### src/rtl/vga_rect_engine.sv
// -----------------------------------------------------------------------------
// vga_rect_engine
// Pixel-generation engine feeding the VGA adapter. On a start request it draws
// a filled rectangle, a rectangle outline or clears the whole screen, emitting
// one pixel per non-stalled cycle in raster order and clipping to the screen.
//
// Ports
//   CLOCK_50   in   clock, all state on the rising edge
//   Resetn     in   asynchronous active-low reset
//   start      in   draw request, sampled only while idle
//   mode       in   00 fill, 01 outline, 10 clear screen, 11 fill
//   x0, y0     in   top-left corner of the rectangle
//   w, h       in   rectangle size in pixels (0 = nothing to draw)
//   color      in   draw colour
//   stall      in   hold the current pixel, no plot this cycle
//   VGA_X      out  pixel x to adapter
//   VGA_Y      out  pixel y to adapter
//   VGA_COLOR  out  pixel colour to adapter
//   plot       out  write strobe for the presented pixel
//   busy       out  operation in progress
//   done       out  one-cycle completion pulse
// -----------------------------------------------------------------------------
module vga_rect_engine #(
    parameter int unsigned H_RES       = 640,
    parameter int unsigned V_RES       = 480,
    parameter int unsigned XW          = 10,
    parameter int unsigned YW          = 9,
    parameter int unsigned COLOR_DEPTH = 9
) (
    input  logic                   CLOCK_50,
    input  logic                   Resetn,
    input  logic                   start,
    input  logic [1:0]             mode,
    input  logic [XW-1:0]          x0,
    input  logic [YW-1:0]          y0,
    input  logic [XW:0]            w,
    input  logic [YW:0]            h,
    input  logic [COLOR_DEPTH-1:0] color,
    input  logic                   stall,
    output logic [XW-1:0]          VGA_X,
    output logic [YW-1:0]          VGA_Y,
    output logic [COLOR_DEPTH-1:0] VGA_COLOR,
    output logic                   plot,
    output logic                   busy,
    output logic                   done
);

    // Sum widths carry one spare bit beyond x0+w so an oversized w cannot wrap
    // around and defeat the clip.
    localparam int unsigned SXW = XW + 2;
    localparam int unsigned SYW = YW + 2;

    localparam logic [1:0] MODE_OUTLINE = 2'b01;
    localparam logic [1:0] MODE_CLEAR   = 2'b10;

    typedef enum logic [1:0] {
        S_IDLE = 2'd0,
        S_LOAD = 2'd1,
        S_DRAW = 2'd2,
        S_DONE = 2'd3
    } state_t;

    state_t r_state;
    state_t w_state_nxt;

    // Request latched at acceptance
    logic [1:0]             r_mode;
    logic [XW-1:0]          r_x0;
    logic [YW-1:0]          r_y0;
    logic [XW:0]            r_w;
    logic [YW:0]            r_h;

    // Clipped drawing window and raster cursor
    logic [XW-1:0]          r_xs;
    logic [XW-1:0]          r_xe;
    logic [YW-1:0]          r_ys;
    logic [YW-1:0]          r_ye;
    logic [XW-1:0]          r_cx;
    logic [YW-1:0]          r_cy;

    // Registered outputs
    logic [XW-1:0]          r_vga_x;
    logic [YW-1:0]          r_vga_y;
    logic [COLOR_DEPTH-1:0] r_vga_color;
    logic                   r_plot;
    logic                   r_busy;
    logic                   r_done;

    // Next values for the registered outputs
    logic [XW-1:0]          w_vga_x_nxt;
    logic [YW-1:0]          w_vga_y_nxt;
    logic [COLOR_DEPTH-1:0] w_vga_color_nxt;
    logic                   w_plot_nxt;
    logic                   w_busy_nxt;
    logic                   w_done_nxt;

    // Effective geometry: clear mode substitutes the full screen
    logic                   w_clear;
    logic                   w_outline;
    logic [XW-1:0]          w_x0_eff;
    logic [YW-1:0]          w_y0_eff;
    logic [XW:0]            w_w_eff;
    logic [YW:0]            w_h_eff;
    logic [SXW-1:0]         w_xsum;
    logic [SYW-1:0]         w_ysum;
    logic [XW-1:0]          w_xe;
    logic [YW-1:0]          w_ye;
    logic                   w_empty;

    // Cursor status in DRAW
    logic                   w_last;
    logic                   w_row_end;
    logic                   w_on_edge;

    assign w_clear   = (r_mode == MODE_CLEAR);
    assign w_outline = (r_mode == MODE_OUTLINE);

    assign w_x0_eff = w_clear ? '0 : r_x0;
    assign w_y0_eff = w_clear ? '0 : r_y0;
    assign w_w_eff  = w_clear ? (XW+1)'(H_RES) : r_w;
    assign w_h_eff  = w_clear ? (YW+1)'(V_RES) : r_h;

    // Inclusive far corner, clamped to the last visible pixel
    assign w_xsum = SXW'(w_x0_eff) + SXW'(w_w_eff) - SXW'(1);
    assign w_ysum = SYW'(w_y0_eff) + SYW'(w_h_eff) - SYW'(1);
    assign w_xe   = (w_xsum > SXW'(H_RES - 1)) ? XW'(H_RES - 1) : XW'(w_xsum);
    assign w_ye   = (w_ysum > SYW'(V_RES - 1)) ? YW'(V_RES - 1) : YW'(w_ysum);

    // Nothing visible: zero size or origin off-screen
    assign w_empty = (w_w_eff == '0) || (w_h_eff == '0) ||
                     (SXW'(w_x0_eff) >= SXW'(H_RES)) ||
                     (SYW'(w_y0_eff) >= SYW'(V_RES));

    assign w_row_end = (r_cx == r_xe);
    assign w_last    = w_row_end && (r_cy == r_ye);
    assign w_on_edge = (r_cx == r_xs) || (r_cx == r_xe) ||
                       (r_cy == r_ys) || (r_cy == r_ye);

    // State register
    always_ff @(posedge CLOCK_50 or negedge Resetn) begin
        if (!Resetn) begin
            r_state <= S_IDLE;
        end else begin
            r_state <= w_state_nxt;
        end
    end

    // Next-state logic
    always_comb begin
        w_state_nxt = r_state;
        case (r_state)
            S_IDLE: begin
                if (start) begin
                    w_state_nxt = S_LOAD;
                end
            end
            S_LOAD: begin
                w_state_nxt = w_empty ? S_DONE : S_DRAW;
            end
            S_DRAW: begin
                if (!stall && w_last) begin
                    w_state_nxt = S_DONE;
                end
            end
            S_DONE: begin
                w_state_nxt = S_IDLE;
            end
            default: begin
                w_state_nxt = S_IDLE;
            end
        endcase
    end

    // Output logic: next values for the registered adapter-side outputs
    always_comb begin
        w_plot_nxt      = 1'b0;
        w_done_nxt      = 1'b0;
        w_busy_nxt      = r_busy;
        w_vga_x_nxt     = r_vga_x;
        w_vga_y_nxt     = r_vga_y;
        w_vga_color_nxt = r_vga_color;
        case (r_state)
            S_IDLE: begin
                w_busy_nxt = start;
                if (start) begin
                    w_vga_color_nxt = color;
                end
            end
            S_LOAD: begin
                w_busy_nxt = 1'b1;
            end
            S_DRAW: begin
                w_busy_nxt = 1'b1;
                if (!stall) begin
                    // Outline interior cells consume a cycle without a strobe
                    w_plot_nxt = w_outline ? w_on_edge : 1'b1;
                end
                // Coordinates only move with a real plot, otherwise hold
                if (w_plot_nxt) begin
                    w_vga_x_nxt = r_cx;
                    w_vga_y_nxt = r_cy;
                end
            end
            S_DONE: begin
                w_busy_nxt = 1'b0;
                w_done_nxt = 1'b1;
            end
            default: begin
                w_busy_nxt = 1'b0;
            end
        endcase
    end

    // Output registers
    always_ff @(posedge CLOCK_50 or negedge Resetn) begin
        if (!Resetn) begin
            r_vga_x     <= '0;
            r_vga_y     <= '0;
            r_vga_color <= '0;
            r_plot      <= 1'b0;
            r_busy      <= 1'b0;
            r_done      <= 1'b0;
        end else begin
            r_vga_x     <= w_vga_x_nxt;
            r_vga_y     <= w_vga_y_nxt;
            r_vga_color <= w_vga_color_nxt;
            r_plot      <= w_plot_nxt;
            r_busy      <= w_busy_nxt;
            r_done      <= w_done_nxt;
        end
    end

    // Request capture, window setup and raster cursor
    always_ff @(posedge CLOCK_50 or negedge Resetn) begin
        if (!Resetn) begin
            r_mode <= '0;
            r_x0   <= '0;
            r_y0   <= '0;
            r_w    <= '0;
            r_h    <= '0;
            r_xs   <= '0;
            r_xe   <= '0;
            r_ys   <= '0;
            r_ye   <= '0;
            r_cx   <= '0;
            r_cy   <= '0;
        end else begin
            case (r_state)
                S_IDLE: begin
                    if (start) begin
                        r_mode <= mode;
                        r_x0   <= x0;
                        r_y0   <= y0;
                        r_w    <= w;
                        r_h    <= h;
                    end
                end
                S_LOAD: begin
                    r_xs <= w_x0_eff;
                    r_ys <= w_y0_eff;
                    r_xe <= w_xe;
                    r_ye <= w_ye;
                    r_cx <= w_x0_eff;
                    r_cy <= w_y0_eff;
                end
                S_DRAW: begin
                    // Cursor overrun past the last pixel is harmless: FSM leaves DRAW
                    if (!stall) begin
                        if (w_row_end) begin
                            r_cx <= r_xs;
                            r_cy <= r_cy + YW'(1);
                        end else begin
                            r_cx <= r_cx + XW'(1);
                        end
                    end
                end
                default: begin
                end
            endcase
        end
    end

    assign VGA_X     = r_vga_x;
    assign VGA_Y     = r_vga_y;
    assign VGA_COLOR = r_vga_color;
    assign plot      = r_plot;
    assign busy      = r_busy;
    assign done      = r_done;

endmodule

### config.mk
export PLATFORM = sky130hd
export DESIGN_NAME = vga_rect_engine
export DESIGN_NICKNAME = d
export VERILOG_FILES = /design/src/rtl/vga_rect_engine.sv
export SDC_FILE = /design/constraint.sdc
export NUM_CORES = 1
export LEC_CHECK = 0
export ABC_CLOCK_PERIOD_IN_PS = 10900
export CAP_MARGIN = 15
export CELL_PAD_IN_SITES_DETAIL_PLACEMENT = 0
export CELL_PAD_IN_SITES_GLOBAL_PLACEMENT = 2
export CORE_MARGIN = 1
export CORE_UTILIZATION = 39
export CTS_BUF_LIST = sky130_fd_sc_hd__clkbuf_16
export CTS_CLUSTER_DIAMETER = 50
export DETAILED_ROUTE_END_ITERATION = 10
export PLACE_DENSITY_LB_ADDON = 0.3
export SLEW_MARGIN = 25
export SYNTH_ARGS = -nofsm -noshare
export SYNTH_HDL_FRONTEND = slang
export SYNTH_SLANG_ARGS = --single-unit
### constraint.sdc
create_clock -name CLOCK_50 -period 10.9 [get_ports CLOCK_50]
set_input_delay 2.18 -clock CLOCK_50 [delete_from_list [all_inputs] [get_ports CLOCK_50]]
set_output_delay 2.18 -clock CLOCK_50 [all_outputs]
set_load 0.01 [all_outputs]
==> metrics.cfg, run 1 <==
[outcome]
outcome=completed

[clock_network]
ctsHoldBuffers=0
cts_buffers=17
postCtsSetupBuffers=0
cts_resized=0
clk_pin_slew_ns=0.06
htreeDepth=4
cts-root-buf=clkbuf_16
cts_tree=yes
clkLatencyLatePin_ns=0.42
cts_buffer_depth=2
numClockSinks=132

[critical_path]
ff2ff_path_depth=12
cp-start-kind=register
path_cells=nand2b_1 > buf_4 > nand2_1 > ha_1 > inv_1 > ha_1 > a21o_1 > a21o_1 > or3_1 > a211o_1 > a211o_1 > o22a_1
slowest_stage=nand2b_1
path_class=reg -> reg
path_max_fanout=25
worst_ep_arrival_time_ns=4.45
cp.required_ns=11.19
critPathMaxStageDelay_ns=0.53
end_kind=register

[floorplanning]
start_util_pct=40.1
dieArea_mm2=0.0199
dieWidth_um=141
io_pins=86
die_y_um=141
core_area_mm2=0.0188
num_rows=50

[routing]
route.detailed.drc=0
drtAntennaViolNets=0
vias=5646
viasPerCell=5.21
dr.pass1.iters=5
wire_per_inst_um=17.0
routed_wl_um=18400
drt_iter0_markers=317

[layout]
synthToLayoutAreaGrowth_pct=22.7
fin_nets=911
drive_gt1_share_pct=11.1
diodes=0

[timing]
slew_viol_final=0
post-route-min-period_ns=4.15
worst_pin_slew_ns=0.926
relSlewSlack_pct=38.0
finalSetupViolations=0
rsz0062_at_grt=no
skew_ns=0.00884
setup_tns_ns=0
final_hold_viol_count=0
max_freq_ghz=0.241
period_share_pct=38.1

[synth]
synth_seq_cells=132
synth_top_flop_cell=dfrtp_1
syn_area_mm2=0.00754
ys_types=58
synth_top_cell_by_area=dfrtp_1
synthArstFlopShare_pct=100
synthCells=747
syn_avg_cell_area_um2=10.1
yosysSeqAreaShare_pct=43.8
synth.area.top_cells=dfrtp_1 44%, mux2_2 7.9%, ha_1 7.3%
yosysWarnings=0
synth-edff-count=0
syn-num-nets=848
synth_top_area_share_pct=43.8

[global_routing]
grt_busiest_layer=met1
grt_use_met1_pct=29.1
met3_usage_pct=5.06
grt_pass1_vias=5606
grtUsageMet2_pct=28.3
grt_overflow=0
grtUsageTotal_pct=19.7
grt_pass1_wl_um=30100
grt_max_degree=71
antenna_found_initial=1

[placed_design]
port_buffers=85
place.gp.congestion=0.785
post-dp-hpwl_um=13600

[min_path]
hold_class=reg -> reg
holdPathStages=1

[flow_run]
maxCapViolCount=0

## Yosys cell counts, types with 14 or more instances
| cell | number |
|---|---|
| dfrtp_1 | 132 |
| nand2_1 | 82 |
| mux2_2 | 53 |
| inv_1 | 47 |
| ha_1 | 44 |
| o21ai_0 | 44 |
| xnor2_1 | 44 |
| nor2_1 | 34 |
| clkbuf_1 | 32 |
| a21oi_1 | 25 |
| mux2_1 | 20 |
| xor2_1 | 15 |
| nand3_1 | 14 |
## worst paths after layout
| path | from | endpoint | slack [ns] |
|---|---|---|---|
| max | r_mode[0]$_DFFE_PN0P_ | r_xe[5]$_DFFE_PN0P_ | 6.75 |
| min | VGA_X[7]$_DFFE_PN0P_ | VGA_X[7]$_DFFE_PN0P_ | 0.48 |
| max reg2reg | r_mode[0]$_DFFE_PN0P_ | r_xe[5]$_DFFE_PN0P_ | 6.75 |
| min reg2reg | VGA_X[7]$_DFFE_PN0P_ | VGA_X[7]$_DFFE_PN0P_ | 0.48 |
| max in group asynchronous | Resetn | r_xs[3]$_DFFE_PN0P_ | 7.82 |
| min in group asynchronous | Resetn | VGA_X[8]$_DFFE_PN0P_ | 1.73 |
## registers in the layout, summed over array words and instances (netlist names)
signal	cells
r_h	10
VGA_COLOR	9
r_cx	10
r_xs	10
r_cy	9
r_ye	9
r_y0	9
r_xe	10
r_mode	2
done	1
r_state	2
busy	1
r_w	11
plot	1
VGA_X	10
r_ys	9
r_x0	10
VGA_Y	9
## layer usage
layer  up-vias  part of all wire (%)
li1       2755                     -
met1      2723                    52
met2       151                    42
met3        15                   5.4
met4         2                   1.0
met5         -                 0.071
## layout make-up
class / instances / area [µm²]
Clock buffer: 17 / 425
Sequential cell: 132 / 3300
Multi-Input combinational cell: 521 / 3900
Timing Repair Buffer: 90 / 890
Tap cell: 260 / 325
Inverter: 48 / 180
Clock inverter: 15 / 236
Fill cell: 1746 / 9570
## cell usage in the layout (no fill, tap or decap), types with 12 or more instances in the layout
cell             instances
a21oi_1                 25
inv_1                   47
mux2_2                  53
clkbuf_16               17
xor2_1                  15
nor2_1                  34
o22a_1                  12
mux2_1                  20
ha_1                    44
xnor2_1                 44
nand2_1                 81
clkdlybuf4s50_1         84
o21ai_0                 44
dfrtp_1                132
nand3_1                 14
## stage by stage
stage | cell area, µm² | std cells | setup WS (ns) | utilization, % | hold slack (ns)
after floorplan | 7540 | 747 | 6.85 | - | 0.471
after global placement | 8580 | 1051 | 6.51 | 45.6 | 0.467
final | 9260 | 1083 | 6.75 | 49.2 | 0.481
after CTS | 9250 | 1083 | 6.81 | 49.1 | 0.488
after detailed placement | 8580 | 1051 | 6.44 | 45.6 | 0.475
after global routing | 9260 | 1083 | 6.55 | 49.2 | 0.496
## kinds of logic after synthesis
logic type      after synthesis  synth area share, %
xor+xnor                     59                 6.85
compound gates              146                 13.0
flops                       132                 43.8
simple gates                192                 12.2
buf+inv                      94                 4.84
fa+ha+maj                    46                 7.83
mux                          78                 11.6
## worst max-delay path: cells and delay by family (launching register included)
family,cells,cell delay (ns)
and+or+nand+nor,3,1.10
adders and majority gates,2,0.69
buffers and inverters,2,0.43
DFF,1,0.47
AOI/OAI and AO/OA,5,1.34
Power of run 1 is left out: the tool's default activity adds up to more than one toggle a clock period on the data nets, which glitch-free logic cannot reach.
==> inputs of run 2 (changes only) <==
--- a/config.mk
+++ b/config.mk
@@ -5,12 +5,12 @@
 export SDC_FILE = /design/constraint.sdc
 export NUM_CORES = 1
 export LEC_CHECK = 0
-export ABC_CLOCK_PERIOD_IN_PS = 10900
+export ABC_CLOCK_PERIOD_IN_PS = 3600
 export CAP_MARGIN = 15
 export CELL_PAD_IN_SITES_DETAIL_PLACEMENT = 0
 export CELL_PAD_IN_SITES_GLOBAL_PLACEMENT = 2
 export CORE_MARGIN = 1
-export CORE_UTILIZATION = 39
+export CORE_UTILIZATION = 33
 export CTS_BUF_LIST = sky130_fd_sc_hd__clkbuf_16
 export CTS_CLUSTER_DIAMETER = 50
 export DETAILED_ROUTE_END_ITERATION = 10
==> constraint.sdc (replaced) <==
create_clock -name CLOCK_50 -period 3.6 [get_ports CLOCK_50]
set_input_delay 0.72 -clock CLOCK_50 [delete_from_list [all_inputs] [get_ports CLOCK_50]]
set_output_delay 0.72 -clock CLOCK_50 [all_outputs]
set_load 0.01 [all_outputs]
==> metrics.cfg, run 2 (synthesis results as in run 1) <==
[layout]
registers.top_by_ff_count=r_w
synthToLayoutAreaGrowth_pct=24.3
layout_commonest_cell=dfrtp_1
drive_gt1_share_pct=12.5  ; +1.5 points
final_cell_mix=132 x dfrtp_1, 84 x clkdlybuf4s50_1, 81 x nand2_1, 53 x mux2_2, 50 x inv_1
fin_nets=926  ; +1.6%
fill_cells=2142  ; +23%
postLayoutCellArea_mm2=0.00938  ; +1.3%
diodes=0  ; unchanged
largest_reg_flops=11  ; unchanged

[timing]
period_share_pct=93.5  ; +55 points
max_freq_ghz=0.297  ; +23%
rsz0062_at_grt=no
setup_tns_ns=0  ; unchanged
worst_pin_slew_ns=0.873  ; -0.0536 ns
post-route-min-period_ns=3.36  ; -0.788 ns
skew_ns=0.00703  ; -0.00181 ns
slew_viol_final=0  ; unchanged
final_hold_viol_count=0  ; unchanged
relSlewSlack_pct=41.7  ; +3.7 points
finalSetupViolations=0  ; unchanged

[placed_design]
place.gp.congestion=0.836  ; +6.5%
post-dp-hpwl_um=14700  ; +8.0%
port_buffers=85  ; unchanged
dpl_cell_area_mm2=0.00876  ; +2.0%

[routing]
drtAntennaViolNets=0  ; unchanged
vias=5684  ; +0.67%
drt_iter0_markers=258  ; -19%
wire_per_inst_um=17.3  ; +1.8%
route.detailed.drc=0  ; unchanged
routed_wl_um=19400  ; +5.1%
viasPerCell=5.08  ; -2.5%
dr.pass1.iters=4  ; -1

[floorplanning]
dieWidth_um=153  ; +8.6%
core_area_mm2=0.0221  ; +17%
dieArea_mm2=0.0235  ; +18%
num_rows=54  ; +8.0%
start_util_pct=34.1  ; -5.9 points
die_y_um=153  ; +8.6%
io_pins=86  ; unchanged

[global_routing]
grtUsageTotal_pct=17.4  ; -2.3 points
grt_max_degree=73  ; +2.8%
grt_overflow=0  ; unchanged
antenna_found_initial=0  ; -1
grt_pass1_vias=5936  ; +5.9%
grt_pass1_wl_um=32000  ; +6.3%

[critical_path]
end_kind=register
path_cells=nand2b_2 > buf_4 > nand2_1 > ha_1 > inv_1 > ha_1 > a211oi_1 > o21ai_1 > a221o_1 > xor2_1 > a211o_1 > o22a_1
worst_ep_arrival_time_ns=3.67  ; -0.78 ns
path_delay_family=compound AO/OA/AOI/OAI gates
slowest_stage=dfrtp_1
path_max_fanout=10  ; -60%
cp.required_ns=3.90  ; -7.29 ns
cp-start-kind=register
critPathMaxStageDelay_ns=0.40  ; -0.13 ns
crit_top_cell=ha_1
path_buf_inv=2  ; unchanged
path_class=reg -> reg

[outcome]
outcome=completed

[clock_network]
cts-root-buf=clkbuf_16
clk_pin_slew_ns=0.06  ; about the same
htreeDepth=4  ; unchanged
cts_tree=yes
clkLatencyLatePin_ns=0.41  ; about the same
cts_buffers=17  ; unchanged
cts_buffer_depth=2  ; unchanged
numClockSinks=132  ; unchanged

[flow_run]
maxCapViolCount=0  ; unchanged

[min_path]
hold_class=in -> async

run 2: worst paths after layout:
| kind | start | endpoint | slack (ns) | cells past startpoint |
|---|---|---|---|---|
| worst max-delay path | r_mode[1]$_DFFE_PN0P_ | r_xe[2]$_DFFE_PN0P_ | 0.24 | 12 |
| worst min-delay path | Resetn | r_xe[7]$_DFFE_PN0P_ | 0.31 | 1 |
| worst max register to register | r_mode[1]$_DFFE_PN0P_ | r_xe[2]$_DFFE_PN0P_ | 0.24 | 12 |
| worst min register to register | VGA_Y[8]$_DFFE_PN0P_ | VGA_Y[8]$_DFFE_PN0P_ | 0.48 | 1 |
| max in group asynchronous | Resetn | r_y0[4]$_DFFE_PN0P_ | 2.51 | 2 |
| min in group CLOCK_50 | VGA_Y[8]$_DFFE_PN0P_ | VGA_Y[8]$_DFFE_PN0P_ | 0.48 | 1 |
run 2: through the flow:
| stage | setup WS, ns | instances | hold slack (ns) | utilization (%) |
|---|---|---|---|---|
| 5_1_grt | 0.0289 | 1118 | 0.375 | 42.5 |
| 6_report | 0.236 | 1118 | 0.313 | 42.5 |
| 3_3_place_gp | 0.148 | 1086 | 0.467 | 39.6 |
| 2_1_floorplan | 0.0348 | 747 | 0.424 | - |
| 3_5_place_dp | 0.0661 | 1086 | 0.475 | 39.6 |
| 4_1_cts | 0.0473 | 1118 | 0.354 | 42.4 |
run 2: per-layer routing:
layer	global-route usage, %	routed length [µm]
met1	25.6	10200
met3	4.42	883
met5	0	0
met4	4.18	233
met2	25.3	8050
run 2: cell type report:
| class | count | area [µm²] | share of cell area (%) |
|---|---|---|---|
| Inverter | 48 | 180 | 1.92 |
| Multi-Input combinational cell | 521 | 3890 | 41.5 |
| Clock inverter | 15 | 189 | 2.01 |
| Timing Repair Buffer | 105 | 1040 | 11.1 |
| Sequential cell | 132 | 3300 | 35.2 |
| Tap cell | 280 | 350 | 3.74 |
| Clock buffer | 17 | 425 | 4.54 |
run 2: timing repair:
item / in CTS / in global routing
resized for setup: 0 / 2
endpoints found under the setup margin: 0 / 18
setup buffers: 0 / 0
hold buffers: 0 / 0
Power of run 2 is left out for the same reason.
==> inputs of run 3 (changes only) <==
--- a/config.mk
+++ b/config.mk
@@ -15,6 +15,7 @@
 export CTS_CLUSTER_DIAMETER = 50
 export DETAILED_ROUTE_END_ITERATION = 10
 export PLACE_DENSITY_LB_ADDON = 0.3
+export REMOVE_ABC_BUFFERS = 1
 export SLEW_MARGIN = 25
 export SYNTH_ARGS = -nofsm -noshare
 export SYNTH_HDL_FRONTEND = slang
==> metrics.cfg, run 3 (synthesis results as in run 1) <==
[global_routing]
grt_pass1_vias=5718  ; -3.7%
grt_busiest_layer=met2
grt_pass1_wl_um=32600  ; +1.9%
grt_overflow=0  ; unchanged
grtUsageTotal_pct=18.0  ; +0.56 points
grt_max_degree=78  ; +6.8%
grtUsageMet2_pct=28.8  ; +3.5 points
grt_use_met1_pct=25.0  ; -0.55 points
antenna_found_initial=0  ; unchanged
met3_usage_pct=3.43  ; -0.99 points

[clock_network]
ctsHoldBuffers=0  ; unchanged
htreeDepth=4  ; unchanged
cts-root-buf=clkbuf_16
cts_buffers=17  ; unchanged
cts_buffer_depth=2  ; unchanged
clkLatencyLatePin_ns=0.41  ; about the same
clk_pin_slew_ns=0.06  ; about the same
postCtsSetupBuffers=0  ; unchanged
numClockSinks=132  ; unchanged
cts_tree=yes

[routing]
drtAntennaViolNets=0  ; unchanged
routed_wl_um=20000  ; +3.1%
viasPerCell=5.07  ; -0.26%
drt_iter0_markers=307  ; +19%
vias=5659  ; -0.44%
wire_per_inst_um=17.9  ; +3.3%
route.detailed.drc=0  ; unchanged
dr.pass1.iters=5  ; +1

[timing]
relSlewSlack_pct=51.6  ; +9.9 points
setup_ws_ns=0.193  ; -0.0422 ns
setup_tns_ns=0  ; unchanged
final_hold_viol_count=0  ; unchanged
finalSetupViolations=0  ; unchanged
max_freq_ghz=0.294  ; -1.2%
post-route-min-period_ns=3.41  ; +0.0422 ns
rsz0062_at_grt=no
period_share_pct=94.6  ; +1.2 points
worst_pin_slew_ns=0.726  ; -0.147 ns
skew_ns=0.00620  ; -0.000832 ns
slew_viol_final=0  ; unchanged

[critical_path]
r2r-start=r_mode[1]$_DFFE_PN0P_
path_max_fanout=19  ; +9
cp-start-kind=register
cp.required_ns=3.90  ; about the same
worst_ep_arrival_time_ns=3.70  ; +0.03 ns
end_kind=register
cp-startpoint=r_mode[1]$_DFFE_PN0P_
path_class=reg -> reg

[layout]
registers.top_by_ff_count=r_w
final_cell_mix=132 x dfrtp_1, 84 x clkdlybuf4s50_1, 81 x nand2_1, 53 x mux2_2, 47 x inv_1
largest_reg_flops=11  ; unchanged
diodes=0  ; unchanged
fill_cells=2116  ; -1.2%
drive_gt1_share_pct=13.0  ; +0.51 points
postLayoutCellArea_mm2=0.00938  ; about the same
layout_commonest_cell=dfrtp_1
final_cells=1116  ; -0.18%
fin_nets=924  ; -0.22%
synthToLayoutAreaGrowth_pct=24.4  ; about the same

[placed_design]
dpl_cell_area_mm2=0.00874  ; -0.17%
pre_cts_ws_ns=0.0414  ; -0.0247 ns
post-dp-hpwl_um=15100  ; +3.0%
port_buffers=85  ; unchanged
place.gp.congestion=0.819  ; -2.1%
dp.cells=1084  ; -0.18%

[floorplanning]
io_pins=86  ; unchanged
num_rows=54  ; unchanged
dieArea_mm2=0.0235  ; unchanged
dieWidth_um=153  ; unchanged
die_y_um=153  ; unchanged
core_area_mm2=0.0221  ; unchanged
start_util_pct=34.1  ; unchanged

[flow_run]
maxCapViolCount=0  ; unchanged

[outcome]
outcome=completed

[min_path]
hold_class=in -> async

==> run 3: cell types whose count changed in the layout (fill, tap and decap cells not counted) <==
| cell | change |
|---|---|
| a211oi_1 | -1 |
| a211oi_2 | +1 |
| buf_4 | -2 |
| clkinv_1 | -2 |
| clkinv_2 | +2 |
| clkinv_4 | -1 |
| clkinvlp_4 | +2 |
| inv_1 | -3 |
| inv_6 | +2 |
==> run 3: metal layers <==
layer	up-vias	part of all wire, %
met5	-	0
met4	0	0.82
met3	7	3.4
met2	110	46
met1	2773	49
li1	2769	-
==> run 3: cell type report <==
cell class | count | area [µm²] | share of cell area (%)
inverter | 48 | 180 | 1.92
multi-input combinational | 521 | 3900 | 41.5
clock buffer | 17 | 425 | 4.53
tap | 280 | 350 | 3.73
clock inverter | 15 | 204 | 2.17
sequential | 132 | 3300 | 35.2
timing repair buffer | 103 | 1020 | 10.9
==> run 3: repair_timing <==
action,4_1_cts,5_1_grt
hold endpoints to repair,0,0
resized for setup,0,3
endpoints found under the setup margin,0,13
==> run 3: critical path: stages (launching register included) <==
cell and delay [ns]:
dfrtp_1 0.40, nand2b_2 0.19, buf_12 0.19, nand2_1 0.18, ha_1 0.33, inv_1 0.04, ha_1 0.40, a21oi_1 0.33
o21ai_1 0.10, o21bai_1 0.19, xor2_1 0.16, o31a_1 0.41, o32a_1 0.39
==> run 3: final timing paths <==
check                      slack, ns  cells past startpoint                   end
max                             0.19                     12   r_ye[3]$_DFFE_PN0P_
min                             0.27                      1   r_cx[3]$_DFFE_PN0P_
max reg2reg                     0.19                     12   r_ye[3]$_DFFE_PN0P_
min reg2reg                     0.48                      1  VGA_X[2]$_DFFE_PN0P_
max in group asynchronous       2.53                      2   r_xs[0]$_DFFE_PN0P_
min in group CLOCK_50           0.48                      1  VGA_X[2]$_DFFE_PN0P_
==> run 3: metrics by stage <==
step                util, %  hold slack, ns
floorplan                 -           0.424
global placement       39.6           0.470
detailed placement     39.6           0.475
CTS                    42.4           0.281
global route           42.5           0.296
finish                 42.5           0.269
Power of run 3 is left out for the same reason.
